$ cat src/rtl/hazard_ctrl.sv
// Pipeline sequencing controller: stall/flush/freeze decode for the
// 5-stage core, with hung-access detection and saturating counters.
module hazard_ctrl #(
  parameter int TIMEOUT = 255,
  parameter int CNT_W   = 16
) (
  input  logic             clk,
  input  logic             rst_n,
  input  logic [4:0]       id_rs,
  input  logic [4:0]       id_rt,
  input  logic             id_uses_rt,
  input  logic             ex_er,
  input  logic [4:0]       ex_AW,
  input  logic             mem_pcsrc,
  input  logic             mem_zero,
  input  logic             mem_jump,
  input  logic             mem_er,
  input  logic             mem_ew,
  input  logic             dmem_ready,
  output logic             pc_en,
  output logic             ifid_en,
  output logic             ifid_flush,
  output logic             idex_en,
  output logic             idex_flush,
  output logic             exmem_en,
  output logic             exmem_flush,
  output logic             mem_timeout,
  output logic [CNT_W-1:0] stall_cnt,
  output logic [CNT_W-1:0] flush_cnt
);

  localparam int WW = $clog2(TIMEOUT + 1);

  typedef enum logic [1:0] {
    RUN, MEM_WAIT, ERROR
  } state_e;

  state_e           state_q, state_d;
  logic [WW-1:0]    wait_q, wait_d;
  logic             timeout_q, timeout_d;
  logic [CNT_W-1:0] stall_q, stall_d;
  logic [CNT_W-1:0] flush_q, flush_d;

  logic mem_busy, redirect, load_use;
  logic decode, take_rdr;

  assign mem_busy = (mem_er | mem_ew) & ~dmem_ready;
  assign redirect = (mem_pcsrc & mem_zero) | mem_jump;
  assign load_use = ex_er & (ex_AW != 5'd0) &
                    ((ex_AW == id_rs) |
                     (id_uses_rt & (ex_AW == id_rt)));

  always_comb begin
    state_d   = state_q;
    wait_d    = wait_q;
    timeout_d = timeout_q;
    decode    = 1'b0;
    unique case (state_q)
      RUN: begin
        if (mem_busy) begin
          state_d = MEM_WAIT;
          wait_d  = WW'(1);
        end else begin
          decode = 1'b1;
        end
      end
      MEM_WAIT: begin
        if (dmem_ready) begin
          decode  = 1'b1;
          state_d = RUN;
          wait_d  = '0;
        end else if (wait_q == WW'(TIMEOUT)) begin
          timeout_d = 1'b1;
          state_d   = ERROR;
        end else begin
          wait_d = wait_q + 1'b1;
        end
      end
      ERROR: state_d = ERROR;
      default: state_d = ERROR;
    endcase
  end

  // Freeze unless decoding; redirect outranks load-use.
  always_comb begin
    pc_en       = 1'b0;
    ifid_en     = 1'b0;
    ifid_flush  = 1'b0;
    idex_en     = 1'b0;
    idex_flush  = 1'b0;
    exmem_en    = 1'b0;
    exmem_flush = 1'b0;
    take_rdr    = 1'b0;
    if (!rst_n) begin
      ifid_flush  = 1'b1;
      idex_flush  = 1'b1;
      exmem_flush = 1'b1;
    end else if (decode) begin
      pc_en    = 1'b1;
      ifid_en  = 1'b1;
      idex_en  = 1'b1;
      exmem_en = 1'b1;
      if (redirect) begin
        take_rdr    = 1'b1;
        ifid_flush  = 1'b1;
        idex_flush  = 1'b1;
        exmem_flush = 1'b1;
      end else if (load_use) begin
        pc_en      = 1'b0;
        ifid_en    = 1'b0;
        idex_flush = 1'b1;
      end
    end
  end

  always_comb begin
    stall_d = stall_q;
    flush_d = flush_q;
    if (!pc_en && stall_q != '1)
      stall_d = stall_q + 1'b1;
    if (take_rdr && flush_q != '1)
      flush_d = flush_q + 1'b1;
  end

  always_ff @(posedge clk or negedge rst_n) begin
    if (!rst_n) begin
      state_q   <= RUN;
      wait_q    <= '0;
      timeout_q <= 1'b0;
      stall_q   <= '0;
      flush_q   <= '0;
    end else begin
      state_q   <= state_d;
      wait_q    <= wait_d;
      timeout_q <= timeout_d;
      stall_q   <= stall_d;
      flush_q   <= flush_d;
    end
  end

  assign mem_timeout = timeout_q;
  assign stall_cnt   = stall_q;
  assign flush_cnt   = flush_q;

endmodule

$ cat config.mk
export PLATFORM = sky130hd
export DESIGN_NAME = hazard_ctrl
export DESIGN_NICKNAME = d
export VERILOG_FILES = /design/src/rtl/hazard_ctrl.sv
export SDC_FILE = /design/constraint.sdc
export NUM_CORES = 1
export LEC_CHECK = 0
export ABC_CLOCK_PERIOD_IN_PS = 7600
export BUFFER_PORTS_ARGS = -buffer_cell sky130_fd_sc_hd__buf_2
export CELL_PAD_IN_SITES_DETAIL_PLACEMENT = 1
export CELL_PAD_IN_SITES_GLOBAL_PLACEMENT = 2
export CORE_AREA = 5 5 89 91
export CTS_CLUSTER_DIAMETER = 200
export DETAILED_ROUTE_END_ITERATION = 8
export DIE_AREA = 0 0 94 96
export PLACE_DENSITY_LB_ADDON = 0.1
export SYNTH_ARGS = -nofsm -noshare
export SYNTH_HDL_FRONTEND = slang
export SYNTH_SLANG_ARGS = --single-unit
$ cat constraint.sdc
create_clock -name clk -period 7.6 [get_ports clk]
set_clock_uncertainty 0.1 [all_clocks]
set_input_delay 2.28 -clock clk [delete_from_list [all_inputs] [get_ports clk]]
set_output_delay 2.28 -clock clk [all_outputs]
set_load 0.05 [all_outputs]
==> results.yml, run 1 <==
grt:
  antenna_found_initial: 0
  grt_max_degree: 45
  grt.total_usage_pct: 13.3
  grt_pass1_vias: 1917
  overflow: 0
  grt_pass1_wl_um: 9530
clocking:
  root_buffer: "clkbuf_8"
  ctsResizeCount: 0
  hold_buffers: 0
  cts_buffer_depth: 2
  clk_latency_ps: 290
  cts_tree: "yes"
  cts_buffers: 5
  cts.sinks: 43
  clk_pin_slew_ps: 80
  cts_setup_buffers: 0
  cts.htree.levels: 2
placed_design:
  hpwl_um: 4430
  placed_area_um2: 2690
  place_congestion: 0.727
  portBuffers: 64
sta:
  finalMaxSlewViolations: 0
  setup-violations-final: 0
  rsz0062_at_grt: "false"
  hold_viol: 0
  final.setup.tns_ps: 0
  fmax_ghz: 0.164
  slew_headroom_pct: 46.7
  worst_pin_slew_ps: 797
  fin_crit_ps: 6080
  period_share_pct: 80.0
worst_setup_path:
  cpMostUsedCell: "buf_2"
  worstSetupStartpointType: "input port"
  cp_slowest_cell: "or4_1"
  cp.arrival_ps: 3700
  path_class: "input port to primary output"
  slowest_delay_ps: 530
  cp_max_fo: 3
  cp.required_ps: 5220
  cp-end-kind: "primary output"
  crit_chain: "buf_2 -> or4_1 -> o21a_1 -> a31oi_1 -> buf_2"
route:
  first_pass_iters: 4
  vias_per_cell: 4.88
  wl_per_cell_um: 15.0
  wirelength_um: 5770
  first_iter_violations: 36
  drc_errors: 0
  postRouteAntennaNets: 0
  vias: 1874
floorplan:
  die_h_um: 96
  core_um2: 7060
  die_area_um2: 9020
  pin_count: 65
  start_util_pct: 32.7
  rows: 31
  die_w_um: 94
power:
  power_switching_mw: 0.316
  ir_drop_uv: 171
  p_int_mw: 0.418
  leakage_nw: 1.30
  p_sw_share_pct: 43.1
  pwr-share-seq_pct: 42.4
  power_frac_clock_pct: 20.2
  power_frac_comb_pct: 37.4
  powerDensity_nw_per_um2: 264
finish:
  final_cell_mix: "buf_2 (64), dfrtp_1 (43), xnor2_1 (34), nand3_1 (17), nor2_1 (14)"
  n_antenna_cell: 0
  final_common_cell: "buf_2"
  final_nets: 313
  drive_above_1_share_pct: 30.2
  fin_area_um2: 2780
  area_delta_synth_final_pct: 20.3
synthesis:
  syn_nets: 249
  yosysSeqAreaShare_pct: 46.6
  syn_inst: 221
  ys_seq_elements: 43
  synth_cell_type_count: 46
  syn-cell-area_um2: 2310
  synthArstFlopShare_pct: 100
  synth_area_per_cell_um2: 10.5
  synth_edf_count: 0
  yosysWarnings: 0
  synthFlopType: "dfrtp_1"
worst_hold_path:
  hp-class: "flop to flop"
job:
  max_cap_violations: 0
outcome:
  status: "finished clean"
==> routing by layer <==
layer / global-route usage [%] / wire length (µm) / vias to the layer above
li1: - / - / 912
met1: 17.4 / 2700 / 923
met2: 22.6 / 2740 / 34
met3: 2.97 / 271 / 5
met4: 2.89 / 48 / 0
met5: 0 / 0 / -
==> cell type report <==
| class | count | area, µm² |
|---|---|---|
| Clock buffer | 6 | 82.6 |
| Clock inverter | 1 | 5.00 |
| Fill cell | 852 | 4280 |
| Inverter | 6 | 22.5 |
| Multi-Input combinational cell | 164 | 1140 |
| Sequential cell | 43 | 1080 |
| Tap cell | 99 | 124 |
| Timing Repair Buffer | 65 | 328 |
==> path summary, 6_finish.rpt <==
check | startpoint | endpoint | slack (ps) | cells past startpoint
min | mem_timeout$_DFFE_PN0P_ | mem_timeout$_DFFE_PN0P_ | 370 | 1
max | ex_AW[1] | ifid_en | 1520 | 5
max reg2reg | state_q[1]$_DFFE_PN0P_ | wait_q[5]$_DFFE_PN0P_ | 5030 | 6
max in group asynchronous | rst_n | stall_cnt[7]$_DFFE_PN0P_ | 5000 | 2
min in group asynchronous | rst_n | flush_cnt[6]$_DFFE_PN0P_ | 1990 | 2
min reg2reg | mem_timeout$_DFFE_PN0P_ | mem_timeout$_DFFE_PN0P_ | 370 | 1
==> Yosys cell counts, types with 3 or more instances <==
master / number / area share (%)
dfrtp_1: 43 / 47
and4_1: 4 / 1.5
nand2_1: 7 / 1.1
xnor2_1: 34 / 13
nand3_1: 17 / 3.7
and3_1: 10 / 2.7
inv_1: 6 / 0.98
xor2_1: 5 / 1.9
nand2_2: 3 / 0.81
a31oi_1: 3 / 0.81
buf_4: 4 / 1.3
o21ai_1: 3 / 0.65
nand4_1: 11 / 3.0
a21oi_1: 3 / 0.65
o31ai_1: 5 / 1.6
nor2_1: 14 / 2.3
o21ai_0: 7 / 1.5
nand3_2: 6 / 2.6
ha_1: 3 / 1.6
==> metrics by stage <==
step	hold WS (ps)	worst slack (ps)	instances	util (%)	power [mW]
global route	395	1420	384	39.3	0.777
CTS	379	1530	384	39.3	0.747
global placement	349	1530	377	38.1	0.590
detailed placement	360	1530	377	38.1	0.593
floorplan	345	899	221	-	0.520
finish	374	1520	384	39.3	0.733
==> sequential cells by signal (all words and copies together) (netlist names) <==
register and count:
state_q 2, mem_timeout 1, stall_cnt 16, flush_cnt 16, wait_q 8
==> cell families (layout without fill, tap and decap cells) <==
kind of cell | count (synthesis) | count (layout) | synth area share, %
muxes | 2 | 2 | 1.14
xor gates and xnor gates | 39 | 39 | 14.8
and+or+nand+nor | 87 | 87 | 22.4
DFF | 43 | 43 | 46.6
buffers and inverters | 14 | 78 | 4.06
AOI/OAI and AO/OA | 33 | 33 | 9.37
adders and majority gates | 3 | 3 | 1.63
==> critical path, delay by kind of cell <==
kind / cells / cell delay [ps]
compound gates: 2 / 450
buf+inv: 2 / 430
simple gates: 1 / 530
==> power by group through the flow <==
stage / combinational, mW / clock (mW) / sequential, mW
floorplan: 0.102 / 0 / 0.418
global placement: 0.274 / 0 / 0.316
detailed placement: 0.276 / 0 / 0.317
CTS: 0.277 / 0.158 / 0.312
global route: 0.292 / 0.165 / 0.319
finish: 0.274 / 0.148 / 0.311
(Power assumes the default switching activity.)
==> run 2: changes to the inputs <==
Settings changed: ABC_CLOCK_PERIOD_IN_PS 7600 to 5700, CORE_AREA 5 5 89 91 to 5 5 91 93, DIE_AREA 0 0 94 96 to 0 0 96 98.
Clock period 7.6 ns to 5.7 ns, I/O delays scaled along.
==> run 2 against run 1 <==
Total power rose by 39%. Flip-flop and latch count did not move. Utilization fell by 1.6 points. Worst setup slack worse by 710 ps. Clock-buffer cell count decreased by 1. Sequential share of layout area down 0.50 points. Clock power grew 63%. Final cell count up 1.3%. Non-clock buffer count up 1. Final area grew 1.3%. Critical path depth unchanged. Worst hold slack improved by 4.2 ps. Largest cell class unchanged.
==> results.yml, run 2 (synthesized netlist as in run 1, its figures left out) <==
outcome:
  status: "finished clean"
worst_setup_path:
  reg2reg_slack_ps: 3210
  cpMostUsedCell: "buf_2"
  worstSetupStartpointType: "input port"
  slowest_delay_ps: 520
  crit_chain: "buf_2 -> or4_1 -> o21a_1 -> a31oi_1 -> buf_2"
  cp_slowest_cell: "or4_1"
  cp-end-kind: "primary output"
  cp.required_ps: 3890
  reg2reg_depth: 6
  reg2reg_from: "state_q[1]$_DFFE_PN0P_"
  r2r-end: "wait_q[5]$_DFFE_PN0P_"
  cp.arrival_ps: 3080
  cp_max_fo: 3
  path_class: "input port to primary output"
sta:
  rsz0062_at_grt: "false"
  finalMaxSlewViolations: 0
  slew_headroom_pct: 48.0
  fin_crit_ps: 4890
  fmax_ghz: 0.205
  hold_ws_ps: 378
  hold_viol: 0
  period_share_pct: 85.8
  final.setup.tns_ps: 0
  setup-violations-final: 0
  setup_slack_ps: 811
  worst_pin_slew_ps: 779
clocking:
  cts.sinks: 43
  hold_buffers: 0
  cts_buffer_depth: 2
  cts_setup_buffers: 0
  cts_tree: "yes"
  root_buffer: "clkbuf_8"
  clk_pin_slew_ps: 90
  clk_latency_ps: 290
  ctsResizeCount: 0
  cts.htree.levels: 2
  cts_buffers: 5
floorplan:
  die_area_um2: 9410
  pin_count: 65
  die_h_um: 98
  core_um2: 7450
  start_util_pct: 31.0
  rows: 32
  die_w_um: 96
finish:
  fin_area_um2: 2810
  nFillCells: 887
  final_common_cell: "buf_2"
  n_antenna_cell: 0
  area_delta_synth_final_pct: 21.8
  final_cell_mix: "buf_2 (64), dfrtp_1 (43), xnor2_1 (34), nand3_1 (17), nor2_1 (14)"
  final_cells: 389
  final_util_pct: 37.8
  drive_above_1_share_pct: 30.7
  final_nets: 314
route:
  postRouteAntennaNets: 0
  wirelength_um: 5750
  first_pass_iters: 4
  wl_met2_um: 2720
  wl_met3_um: 239
  vias_per_cell: 4.79
  top_layer: "met4"
  wl_per_cell_um: 14.8
  drc_errors: 0
  first_iter_violations: 25
  vias: 1864
  wirelength_met1_um: 2740
power:
  power_frac_comb_pct: 35.7
  p_sw_share_pct: 42.0
  power_frac_clock_pct: 23.6
  ir_drop_uv: 147
  powerDensity_nw_per_um2: 363
  power_switching_mw: 0.429
  leakage_nw: 1.32
  pwr-share-seq_pct: 40.8
  p_int_mw: 0.593
  finalPower_mw: 1.02
worst_hold_path:
  worstHoldEndpoint: "mem_timeout$_DFFE_PN0P_"
  hold_depth: 1
  hp-start: "mem_timeout$_DFFE_PN0P_"
  hp-class: "flop to flop"
grt:
  overflow: 0
  grt_pass1_wl_um: 9810
  antenna_found_initial: 0
  grt.total_usage_pct: 12.9
  grt_pass1_vias: 1931
  grt_max_degree: 34
placed_design:
  placed_area_um2: 2700
  place_congestion: 0.701
  hpwl_um: 4460
  portBuffers: 64
  placedCellCount: 381
  pre_cts_ws_ps: 806
job:
  max_cap_violations: 0
[run 2: worst max path at each step]
stage	from	end	slack [ps]	cells past startpoint
after detailed placement	ex_AW[1]	ifid_en	810	5
after global placement	ex_AW[1]	pc_en	820	5
after global routing	ex_AW[1]	pc_en	760	5
final	ex_AW[1]	ifid_en	810	5
after CTS	ex_AW[1]	ifid_en	810	5
after floorplan	mem_ew	idex_flush	140	4
[run 2: worst max-delay path, delay by kind of cell]
| kind | cells | cell delay (ps) |
|---|---|---|
| AND/OR/NAND/NOR | 1 | 520 |
| AO/OA/AOI/OAI | 2 | 430 |
| buffers and inverters | 2 | 420 |
[run 2: final cells by class]
class	count	area, µm²	share of cell area (%)
timing repair buffer	66	335	11.9
clock inverter	3	43.8	1.56
tap	102	128	4.54
sequential	43	1080	38.2
multi-input combinational	164	1140	40.5
inverter	6	22.5	0.800
clock buffer	5	68.8	2.45
[run 2: power groups by stage]
stage	clock [mW]	sequential (mW)	combinational, mW
3_3_place_gp	0	0.421	0.366
4_1_cts	0.251	0.416	0.371
5_1_grt	0.262	0.428	0.391
3_5_place_dp	0	0.422	0.371
2_1_floorplan	0	0.557	0.136
6_report	0.241	0.416	0.364
[run 2: routing by layer]
layer  global-route usage (%)  up-vias
li1                         -      910
met1                     18.0      915
met2                     20.4       34
met3                     2.77        5
met4                     2.95        0
met5                        0        -
==> run 3: changes to the inputs <==
Settings changed: ABC_AREA set to 1, CORE_AREA 5 5 91 93 to 5 5 102 104, DIE_AREA 0 0 96 98 to 0 0 107 109.
==> run 3 against run 2 <==
Via count is 38% higher. Final cell count increased by 42%. Critical path depth rose by 6. Worst setup slack gained 340 ps. Clock-buffer cell count grew 1. Utilization decreased by 3.6 points. Register-to-register slack improved by 500 ps.
==> results.yml, run 3 <==
sta:
  fin_crit_ps: 4550
  setup-violations-final: 0
  slew_headroom_pct: 58.8
  final.setup.tns_ps: 0
  hold_ws_ps: 374
  rsz0062_at_grt: "false"
  worst_pin_slew_ps: 618
  period_share_pct: 79.8
  fmax_ghz: 0.220
  hold_viol: 0
  finalMaxSlewViolations: 0
route:
  vias_per_cell: 4.65
  wirelength_um: 7520
  drc_errors: 0
  first_pass_iters: 4
  postRouteAntennaNets: 0
  first_iter_violations: 52
  vias: 2570
  wl_per_cell_um: 13.6
synthesis:
  yosys-top-cells-count: "nand2_1 (119), dfrtp_1 (43), inv_1 (41), nand3_1 (37), nor2_1 (32)"
  syn_inst: 374
  syn-cell-area_um2: 2720
  synth_area_per_cell_um2: 7.27
  synth_top_cell_area_share_pct: 39.6
  yosysMostFrequentCell: "nand2_1"
  synthFlopType: "dfrtp_1"
  synth_cell_type_count: 29
  syn_nets: 402
  yosys-top-cells-area: "dfrtp_1 (40%), nand2_1 (16%), nand3_1 (6.8%)"
  synth_top_cell_by_area: "dfrtp_1"
  synth_edf_count: 0
  yosysSeqAreaShare_pct: 39.6
  synthArstFlopShare_pct: 100
  ys_seq_elements: 43
  yosysWarnings: 0
floorplan:
  start_util_pct: 28.8
  rows: 36
  die_h_um: 109
  die_area_um2: 11700
  pin_count: 65
  die_w_um: 107
  core_um2: 9460
worst_setup_path:
  path_class: "input port to primary output"
  cp.required_ps: 3890
  cp_max_fo: 4
  reg2reg_slack_ps: 3710
  reg2reg_depth: 10
  cp.arrival_ps: 2740
  cp-end-kind: "primary output"
  worstSetupStartpointType: "input port"
grt:
  antenna_found_initial: 0
  grt_pass1_vias: 2730
  grt_pass1_wl_um: 12900
  grt_max_degree: 45
  grt.total_usage_pct: 13.7
  overflow: 0
worst_hold_path:
  hold_depth: 2
  hp-class: "flop to flop"
power:
  leakage_nw: 1.72
  finalPower_mw: 0.581
  ir_drop_uv: 81.0
  powerDensity_nw_per_um2: 179
finish:
  n_antenna_cell: 0
  nFillCells: 1193
  drive_above_1_share_pct: 21.4
  final_cell_mix: "nand2_1 (119), buf_2 (64), dfrtp_1 (43), inv_1 (41), nand3_1 (37)"
  final_common_cell: "nand2_1"
  area_delta_synth_final_pct: 19.0
  final_nets: 467
clocking:
  cts_buffers: 5
  cts_buffer_depth: 2
  clk_latency_ps: 300
  hold_buffers: 0
  cts.sinks: 43
  cts_setup_buffers: 0
  ctsResizeCount: 0
  root_buffer: "clkbuf_8"
  cts_tree: "yes"
  cts.htree.levels: 2
  clk_pin_slew_ps: 90
job:
  max_cap_violations: 0
placed_design:
  portBuffers: 64
  hpwl_um: 5820
  place_congestion: 0.749
outcome:
  status: "finished clean"
## run 3: cell count changes after synthesis, moves of 4 or more
| cell | delta |
|---|---|
| xor2_1 | +11 |
| o31ai_1 | -5 |
| o21ai_1 | +9 |
| and3_1 | -9 |
| nand3_1 | +20 |
| nor3_1 | +9 |
| nand4_1 | -4 |
| nor2_1 | +18 |
| xnor2_1 | -21 |
| nand2_1 | +112 |
| inv_1 | +35 |
| inv_2 | +7 |
| and4_1 | -4 |
## run 3: kinds of logic (layout without fill, tap and decap cells)
kind of cell	after synthesis	after routing	share of synthesized area, %
simple gates	219	219	36.1
fa+ha+maj	3	3	1.38
xor+xnor	29	29	9.34
compound gates	23	23	4.51
flops	43	43	39.6
buf+inv	57	122	9.11
## run 3: final cells by class
type | instances | area, µm² | area share [%]
Tap cell | 114 | 143 | 4.40
Clock buffer | 6 | 72.6 | 2.24
Clock inverter | 1 | 30.0 | 0.927
Sequential cell | 43 | 1080 | 33.2
Multi-Input combinational cell | 274 | 1400 | 43.1
Inverter | 49 | 185 | 5.72
Timing Repair Buffer | 66 | 335 | 10.4
## run 3: layer usage
metal / wire (µm) / share of wire, % / global-route usage (%) / up-vias
met5: 0 / 0 / 0 / -
met4: 83 / 1.1 / 3.65 / 0
met3: 215 / 2.9 / 2.25 / 7
met2: 3790 / 50 / 25.1 / 33
met1: 3430 / 46 / 16.7 / 1228
li1: - / - / - / 1302
## run 3: worst paths after layout
check                                        start                  endpoint
max                                       ex_AW[4]                   ifid_en
min                        mem_timeout$_DFFE_PN0P_   mem_timeout$_DFFE_PN0P_
max reg2reg                 state_q[1]$_DFFE_PN0P_  flush_cnt[9]$_DFFE_PN0P_
min reg2reg                mem_timeout$_DFFE_PN0P_   mem_timeout$_DFFE_PN0P_
max in group asynchronous                    rst_n     wait_q[4]$_DFFE_PN0P_
min in group asynchronous                    rst_n  stall_cnt[9]$_DFFE_PN0P_
## run 3: power breakdown
group,internal [mW],switching (mW)
Clock,0.129,0.110
Sequential,0.305,0
Combinational,0.0124,0.0249
Total,0.446,0.135
## run 3: critical path, cell delays in order
cell     delay [ps]
buf_2           130
inv_2            40
nand2_1          50
nand2_1          40
nor2_1          120
nand3_1          90
nand2_1         100
nand3_1          80
nand2_2         110
inv_1            60
buf_2           210
## run 3: metrics by stage
stage	utilization [%]	setup slack, ps	cell area [µm²]	cells
2_1_floorplan	-	294	2720	374
3_3_place_gp	33.1	1120	3140	546
3_5_place_dp	33.1	1120	3140	546
4_1_cts	34.2	1120	3240	553
5_1_grt	34.2	991	3240	553
6_report	34.2	1150	3240	553
